### config.mk
export PLATFORM = sky130hd
export DESIGN_NAME = udp_tx_arbiter
export DESIGN_NICKNAME = d
export VERILOG_FILES = /design/src/rtl/udp_tx_arbiter.sv
export SDC_FILE = /design/constraint.sdc
export NUM_CORES = 1
export LEC_CHECK = 0
export CAP_MARGIN = 20
export CORE_AREA = 2 2 118 120
export CTS_CLUSTER_SIZE = 20
export DETAILED_ROUTE_END_ITERATION = 10
export DIE_AREA = 0 0 120 122
export MAX_ROUTING_LAYER = met4
export PLACE_DENSITY = 0.78
export SLEW_MARGIN = 20
export SYNTH_ARGS = -nofsm -noshare
export SYNTH_HDL_FRONTEND = slang
export SYNTH_SLANG_ARGS = --single-unit
### constraint.sdc
create_clock -name clk -period 2.9 [get_ports clk]
set_clock_uncertainty 0.05 [all_clocks]
set_input_delay 0.725 -clock clk [delete_from_list [all_inputs] [get_ports clk]]
set_output_delay 0.725 -clock clk [all_outputs]
set_load 0.01 [all_outputs]
### src/rtl/udp_tx_arbiter.sv
// Round-robin arbiter sharing one UDP frame sender among N_CH packet sources.
// Optional per-phase handshake watchdog enabled by defining UDP_ARB_WDOG_EN.
module udp_tx_arbiter #(
  parameter int unsigned N_CH        = 4,
  parameter int unsigned IDX_W       = 2,
  parameter int unsigned MAX_LEN     = 1472,
  parameter int unsigned MIN_GAP     = 12,
  parameter int unsigned WDOG_CYCLES = 4096
) (
  input  logic                 clk,
  input  logic                 rst_n,
  input  logic [N_CH-1:0]      i_req,
  input  logic [N_CH*16-1:0]   i_src_port,
  input  logic [N_CH*16-1:0]   i_dst_port,
  input  logic [N_CH*16-1:0]   i_len,
  input  logic [N_CH*8-1:0]    i_data,
  output logic [N_CH-1:0]      o_rd,
  output logic [N_CH-1:0]      o_grant,
  output logic [N_CH-1:0]      o_done,
  output logic                 o_drop,
  output logic                 o_wdog_err,
  output logic [15:0]          o_src_port,
  output logic [15:0]          o_dst_port,
  output logic [15:0]          o_data_len,
  output logic [7:0]           o_in_data,
  output logic                 o_enable,
  input  logic                 i_ready,
  input  logic                 i_rd
);

  localparam int unsigned GAP_W = (MIN_GAP > 1) ? $clog2(MIN_GAP) : 1;

  typedef enum logic [2:0] {
    S_IDLE, S_GRANT, S_START, S_RELEASE, S_DONE, S_DROP, S_GAP
  } state_t;

  state_t             state_q, state_d;
  logic [IDX_W-1:0]   idx_q, idx_d;
  logic [IDX_W-1:0]   ptr_q, ptr_d;
  logic [GAP_W-1:0]   gap_q, gap_d;
  logic [N_CH-1:0]    grant_q, grant_d;
  logic [N_CH-1:0]    done_q, done_d;
  logic               drop_q, drop_d;
  logic               enable_q, enable_d;
  logic [15:0]        src_q, dst_q, len_q;
  logic [IDX_W:0]     pick;

  logic [15:0] src_a [N_CH];
  logic [15:0] dst_a [N_CH];
  logic [15:0] len_a [N_CH];
  logic [7:0]  dat_a [N_CH];

  // Unpack the flat per-channel buses
  for (genvar k = 0; k < int'(N_CH); k++) begin : g_unpack
    assign src_a[k] = i_src_port[16*k +: 16];
    assign dst_a[k] = i_dst_port[16*k +: 16];
    assign len_a[k] = i_len[16*k +: 16];
    assign dat_a[k] = i_data[8*k +: 8];
  end

  // First requester at or after the start pointer; MSB flags a hit
  function automatic logic [IDX_W:0] rr_pick(input logic [N_CH-1:0] req,
                                             input logic [IDX_W-1:0] start);
    logic [IDX_W:0] res;
    int unsigned    c;
    res = '0;
    for (int unsigned k = 0; k < N_CH; k++) begin
      c = 32'(start) + k;
      if (c >= N_CH) c = c - N_CH;
      if (!res[IDX_W] && req[IDX_W'(c)]) res = {1'b1, IDX_W'(c)};
    end
    return res;
  endfunction

`ifdef UDP_ARB_WDOG_EN
  localparam int unsigned WDOG_W = (WDOG_CYCLES > 1) ? $clog2(WDOG_CYCLES) : 1;
  logic [WDOG_W-1:0] wdog_q, wdog_d;
  logic              wdog_err_q, wdog_fire;
`else
  logic [31:0] unused_wdog_cfg;
  assign unused_wdog_cfg = WDOG_CYCLES;
`endif

  always_comb begin
    state_d  = state_q;
    idx_d    = idx_q;
    ptr_d    = ptr_q;
    gap_d    = '0;
    pick     = rr_pick(i_req, ptr_q);
`ifdef UDP_ARB_WDOG_EN
    wdog_d    = '0;
    wdog_fire = 1'b0;
`endif
    case (state_q)
      S_IDLE: begin
        if (pick[IDX_W] && i_ready) begin
          state_d = S_GRANT;
          idx_d   = pick[IDX_W-1:0];
          ptr_d   = (pick[IDX_W-1:0] == IDX_W'(N_CH - 1)) ? '0
                                                          : pick[IDX_W-1:0] + IDX_W'(1);
        end
      end
      S_GRANT: begin
        if (len_a[idx_q] == 16'd0 || len_a[idx_q] > 16'(MAX_LEN)) state_d = S_DROP;
        else state_d = S_START;
      end
      S_START: begin
        if (!i_ready) state_d = S_RELEASE;
`ifdef UDP_ARB_WDOG_EN
        else if (wdog_q == WDOG_W'(WDOG_CYCLES - 1)) begin
          state_d   = S_DROP;
          wdog_fire = 1'b1;
        end
        else wdog_d = wdog_q + 1'b1;
`endif
      end
      S_RELEASE: begin
        if (i_ready) state_d = S_DONE;
`ifdef UDP_ARB_WDOG_EN
        else if (wdog_q == WDOG_W'(WDOG_CYCLES - 1)) begin
          state_d   = S_DROP;
          wdog_fire = 1'b1;
        end
        else wdog_d = wdog_q + 1'b1;
`endif
      end
      S_DONE:  state_d = S_GAP;
      S_DROP:  state_d = S_GAP;
      S_GAP: begin
        if (gap_q == GAP_W'(MIN_GAP - 1)) state_d = S_IDLE;
        else gap_d = gap_q + 1'b1;
      end
      default: state_d = S_IDLE;
    endcase

    // Registered outputs follow the state being entered
    grant_d  = (state_d inside {S_GRANT, S_START, S_RELEASE, S_DONE, S_DROP})
               ? (N_CH'(1) << idx_d) : '0;
    done_d   = (state_d inside {S_DONE, S_DROP}) ? (N_CH'(1) << idx_d) : '0;
    drop_d   = (state_d == S_DROP);
    enable_d = (state_d == S_START);
  end

  always_ff @(posedge clk or negedge rst_n) begin
    if (!rst_n) begin
      state_q  <= S_IDLE;
      idx_q    <= '0;
      ptr_q    <= '0;
      gap_q    <= '0;
      grant_q  <= '0;
      done_q   <= '0;
      drop_q   <= 1'b0;
      enable_q <= 1'b0;
      src_q    <= '0;
      dst_q    <= '0;
      len_q    <= '0;
    end else begin
      state_q  <= state_d;
      idx_q    <= idx_d;
      ptr_q    <= ptr_d;
      gap_q    <= gap_d;
      grant_q  <= grant_d;
      done_q   <= done_d;
      drop_q   <= drop_d;
      enable_q <= enable_d;
      // Sender fields captured once and held through its latch cycle
      if (state_q == S_GRANT) begin
        src_q <= src_a[idx_q];
        dst_q <= dst_a[idx_q];
        len_q <= len_a[idx_q];
      end
    end
  end

`ifdef UDP_ARB_WDOG_EN
  always_ff @(posedge clk or negedge rst_n) begin
    if (!rst_n) begin
      wdog_q     <= '0;
      wdog_err_q <= 1'b0;
    end else begin
      wdog_q     <= wdog_d;
      wdog_err_q <= wdog_fire;
    end
  end
  assign o_wdog_err = wdog_err_q;
`else
  assign o_wdog_err = 1'b0;
`endif

  assign o_grant    = grant_q;
  assign o_done     = done_q;
  assign o_drop     = drop_q;
  assign o_enable   = enable_q;
  assign o_src_port = src_q;
  assign o_dst_port = dst_q;
  assign o_data_len = len_q;
  assign o_in_data  = dat_a[idx_q];
  assign o_rd       = (i_rd && (state_q inside {S_START, S_RELEASE, S_DONE}))
                      ? (N_CH'(1) << idx_q) : '0;

endmodule

## Yosys cells after proc, flatten, opt, wreduce, memory -nomap -nowiden

Cells that the tools add are included.

| word-level totals | value |
|---|---|
| output and inout port bits | 71 |
| flip-flop bits (word level) | 69 |
| input port bits | 232 |
| word-level logic and storage cells | 104 |

| operators by class | value |
|---|---|
| muxes and demuxes | 42 |
| equal/unequal tests | 13 |
| reduce and logical (&&, ||, !) cells | 16 |
| bitwise operators | 1 |
| $lt $le $gt $ge | 10 |
| add/sub/neg operators | 9 |
| shift operators | 2 |

Operators by type and width:

| cell | number |
|---|---|
| $bmux 16 s2 | 3 |
| $mux 16 | 6 |
| $mux 3 | 9 |
| $mux 4 | 5 |
| $pmux 3 s6 | 1 |
| $bmux 8 s2 | 1 |
| $gt 16x11->1 const B | 1 |
| $logic_not 16->1 | 1 |
| $mux 8 | 2 |
| $eq 3x3->1 const B | 5 |
| $mux 2 | 7 |
| $eq 3x2->1 const B | 4 |
| $ge 3x3->1 const B | 4 |
| $lt 2x3->1 const B | 4 |
| $bmux 1 s2 | 4 |
| $shl 1x2->4 const A | 2 |
| $sub 2x1->2 const B | 4 |
| $add 2x2->3 const B | 2 |
| $eq 3x1->1 const B | 2 |
| $logic_and 1x1->1 | 5 |
| $reduce_bool 5->1 | 1 |
| $add 4x1->4 const B | 1 |
| $eq 4x4->1 const B | 1 |
| $mux 1 | 4 |
| other kinds (12) | 14 |

## Logic depth before layout (Yosys ltp)

| depth | value |
|---|---|
| word-level depth | 20 |
| mapped depth | 9 |
| depth with buffers taken out | 7 |

## Worst setup path after synthesis

No wires, ideal clock.

| timing | value |
|---|---|
| kind | register to output |
| from | register idx_q[1] |
| to | output o_in_data[1] |
| data required time | 2.125 ns |
| setup slack | 0.225 ns |
| data arrival time | 1.900 ns |
| buffers on the path | 5 |
| cell stages (with the launch flop) | 7 |
| cell sequence | dfrtp_1 clkbuf_1 buf_2 buf_2 buf_1 buf_2 mux4_2 |

| between the ends | value |
|---|---|
| cells in the longest elaborated chain, start to end | 4 |

Ends and longest elaborated chain:

| element | RTL line | text |
|---|---|---|
| start: declaration | 38 | `logic [IDX_W-1:0] idx_q, idx_d;` |
| start signal: assignment | 159 | `idx_q <= idx_d;` |
| $not 2->3 (not written as such) | 197 | `assign o_in_data = dat_a[idx_q];` |
| $bmux 8 s2 | 197 |  |
| $mux 8 (not written as such) (2 in a row) | 197 |  |
| end: declaration | 25 | `output logic [7:0] o_in_data,` |

No other way between the ends. The select of a mux whose other input is x is not followed.

## Worst setup path after layout

| timing | value |
|---|---|
| from | register idx_q[0] |
| to | register done_q[0], in the netlist o_done[0] |

| between the ends | value |
|---|---|
| cells in the longest elaborated chain, start to end | 11 |
| elaborated cells between the ends (all ways) | 16 |
| those cells by class | order compare (1); eq/ne (2); shift (1); mux (8); bitwise (1); reduce/logical (3) |

Ends and longest elaborated chain:

| element | RTL line | text |
|---|---|---|
| $not 2->3 (not written as such) | 104 | `if (len_a[idx_q] == 16'd0 \|\| len_a[idx_q] > 16'(MAX_LEN)) state_d = S_DROP;` |
| $bmux 16 s2 | 104 |  |
| $mux 16 (not written as such) (2 in a row) | 104 |  |
| $gt 16x11->1 / $logic_not 16->1 (equally long branches) | 104 |  |
| $logic_or 1x1->1 | 104 |  |
| $mux 3 | 104 |  |
| $pmux 3 s6 | 94 | `case (state_q)` |
| $eq 3x3->1 | 139 | `done_d = (state_d inside {S_DONE, S_DROP}) ? (N_CH'(1) << idx_d) : '0;` |
| $reduce_bool 2->1 | 139 |  |
| $mux 4 * | 139 |  |
| named net done_d[0] | 42 | `logic [N_CH-1:0] done_q, done_d;` |
| end signal: assignment | 163 | `done_q <= done_d;` |
| end: declaration | 42 |  |

Mark *: on every way through the listed nets, which the timed path passes. The rest lies on a longest branch. The select of a mux whose other input is x is not followed.
A chain may end at the register's enable or synchronous reset.

==> results_dict.tcl <==
set metrics [dict create \
    synth.ff_latch_count 69 \
    reg2reg_from "idx_q[0]" \
    synth_area_um2 4290 \
    critPathMaxFanout 15 \
    grt_remaining_overflow 0 \
    mostFrequentLayoutCells "288 x clkdlybuf4s50_1, 65 x dfrtp_1, 48 x mux4_2, 48 x mux2_2, 24 x nor2_1" \
    cap_violations 0 \
    dp_hpwl_mm 12.6 \
    timing.hold.ws_ps 367 \
    boundaryPins 303 \
    wl_met2_mm 8.36 \
    design_area_um2 7970 \
    cts_hold_buf 0 \
    drive_above_1_share_pct 22.8 \
    clock_insertion_delay_worst_skew_ps 330 \
    slew_headroom_pct 57.7 \
    ys.flop_type "dfrtp_1" \
    max_freq_mhz 368 \
    crit_arrival_ps 2910 \
    vdd_drop_max_v 0.000367 \
    status "completed" \
    synthCells 304 \
    cts_root_buffer "clkbuf_16" \
    finalCritPeriodShare_pct 93.7 \
    finalWirelength_mm 15.4 \
    drv_slew 0 \
    final_common_cell "clkdlybuf4s50_1" \
    via_count 4050 \
    worstSetupStartpointType "register" \
    placed_area_um2 7550 \
    port_buffers 301 \
    vias_per_cell 5.10 \
    crit_type "register to register" \
    fp.dieW_um 120 \
    nets 842 \
    die_y_um 122 \
    yosysWarnings 0 \
    hp-class "primary input to async pin" \
    grt_pass1_vias 4346 \
    wl_per_cell_um 19.4 \
    period_needed_ps 2720 \
    met3WireLength_mm 1.21 \
    hold_viol 0 \
    place.gp.congestion 0.896 \
    syn_area_per_cell_um2 14.1 \
    critPathRequiredTime_ps 3100 \
    start_util_pct 31.8 \
    grt_pass1_wl_mm 23.0 \
    dr.max_layer_used "met4" \
    drtIter0Drc 160 \
    area_growth_pct 85.8 \
    fin_tns_setup_ps 0 \
    clockBufferDepth 2 \
    syn-num-nets 537 \
    antenna_found_initial 0 \
    wl_met1_mm 5.64 \
    first_pass_iters 4 \
    htree_levels 3 \
    antenna_left 0 \
    synth.distinct_cells 42 \
    grt_use_total_pct 21.1 \
    fp-row-count 43 \
    tightest_slew_ps 634 \
    core-area_um2 13500 \
    setup.worst_path.start "idx_q[0]" \
    yosysSeqAreaShare_pct 40.3 \
    synth-edff-count 0 \
    cts.sinks 69 \
    route.detailed.drc 0 \
    setup_violations 0 \
    path_clk_slew_ps 60 \
    async_reset_ff_share_pct 100 \
    cp-end-kind "register" \
    post-route-util_pct 59.0 \
    cts_buffers 9 \
    grt_start_max_net_pins 45 \
    p_leak_nw 3.19 \
    power.density_nw_per_um2 835 \
    dieArea_um2 14600 \
    cts_tree "yes" \
    diodes 0 \
    rsz0062_at_grt "no" \
]
-- cells in the mapped netlist, types with 2 or more instances --
master     n  area [µm²]
clkbuf_1  10        37.5
buf_6      2        22.5
dfrtp_1   69        1730
nor3b_1    2        15.0
nor2_1    25        93.8
nor4_2     2        25.0
mux2_2    48         541
nand2b_1   4        25.0
o21ai_0   10        50.1
a21oi_1    7        35.0
inv_1      6        22.5
nor4_1     4        25.0
and4_1     2        17.5
o31a_1     3        26.3
buf_2      5        25.0
nor2b_1    4        25.0
and3_1     2        12.5
buf_1      6        22.5
mux4_2    48        1080
nand2_1   13        48.8
nor3_1     4        20.0
mux4_1     8         210
-- area by class of cell --
type                    instances  area (µm²)
multi-input cells             204        2420
inverters                       6        22.5
well taps                     180         225
clock inverters                 7         145
repair buffers                319        3190
flip-flops and latches         69        1740
fillers                      1104        5540
clock buffers                   9         225
-- timing repair --
| action | 4_1_cts | 5_1_grt |
|---|---|---|
| setup buffers | 2 | 1 |
| endpoints found under the setup margin | 10 | 7 |
| gates resized for setup | 7 | 10 |
| pin swaps | 0 | 0 |
-- state kept, by name (all words and copies together) (netlist names), named ones only --
signal	flops
o_grant	4
o_done	4
o_data_len	16
o_dst_port	16
o_drop	1
o_enable	1
idx_q	2
gap_q	4
ptr_q	1
state_q	3
o_src_port	16
-- metrics by stage --
step                total power [mW]  std cells  setup slack (ps)
floorplan                       3.62        304               225
global placement                5.22        775              -115
detailed placement              5.33        775              -183
CTS                             6.71        793             0.933
global route                    7.02        794              61.8
finish                          6.65        794               184
-- logic make-up (layout without fill, tap and decap cells) --
group                    after synthesis  in the layout  synth area share (%)
flip-flops                            69             69                  40.3
XOR/XNOR                               2              2                 0.409
multiplexers                         104            104                  42.7
AND/OR/NAND/NOR                       66             66                  7.85
adder cells (fa/ha/maj)                1              1                 0.292
other                                  1              1                0.0875
buffers and inverters                 31            341                  3.68
AO/OA/AOI/OAI                         30             30                  4.70
-- path summary, 6_finish.rpt --
kind | cells after the start | endpoint | slack, ps
max in group asynchronous | 2 | idx_q[0] | 1760
worst max-delay path | 8 | o_done[0] | 180
worst min-delay path | 1 | o_dst_port[7] | 370
worst min register to register | 1 | gap_q[0] | 420
min in group clk | 1 | gap_q[0] | 420
worst max register to register | 8 | o_done[0] | 180
-- routing by layer --
| layer | vias up | GRT usage (%) |
|---|---|---|
| li1 | 1818 | - |
| met1 | 2012 | 22.9 |
| met2 | 206 | 38.7 |
| met3 | 14 | 4.63 |
| met4 | 0 | 5.88 |
| met5 | - | - |
-- report_power, final --
group	switching [mW]	internal, mW	total, mW
clock network	0.417	0.932	1.35
registers	0.316	1.39	1.71
logic	1.45	2.14	3.60
total	2.19	4.47	6.65
-- worst max-delay path, stage by stage (launching register included) --
cell and delay, ps:
dfrtp_4 430, buf_4 290, buf_4 210, mux4_2 550, nor2_1 230, and4_1 280, a311oi_4 70, o31a_1 350
nor3_1 160
No activity file was read; power rests on OpenSTA's default activity.
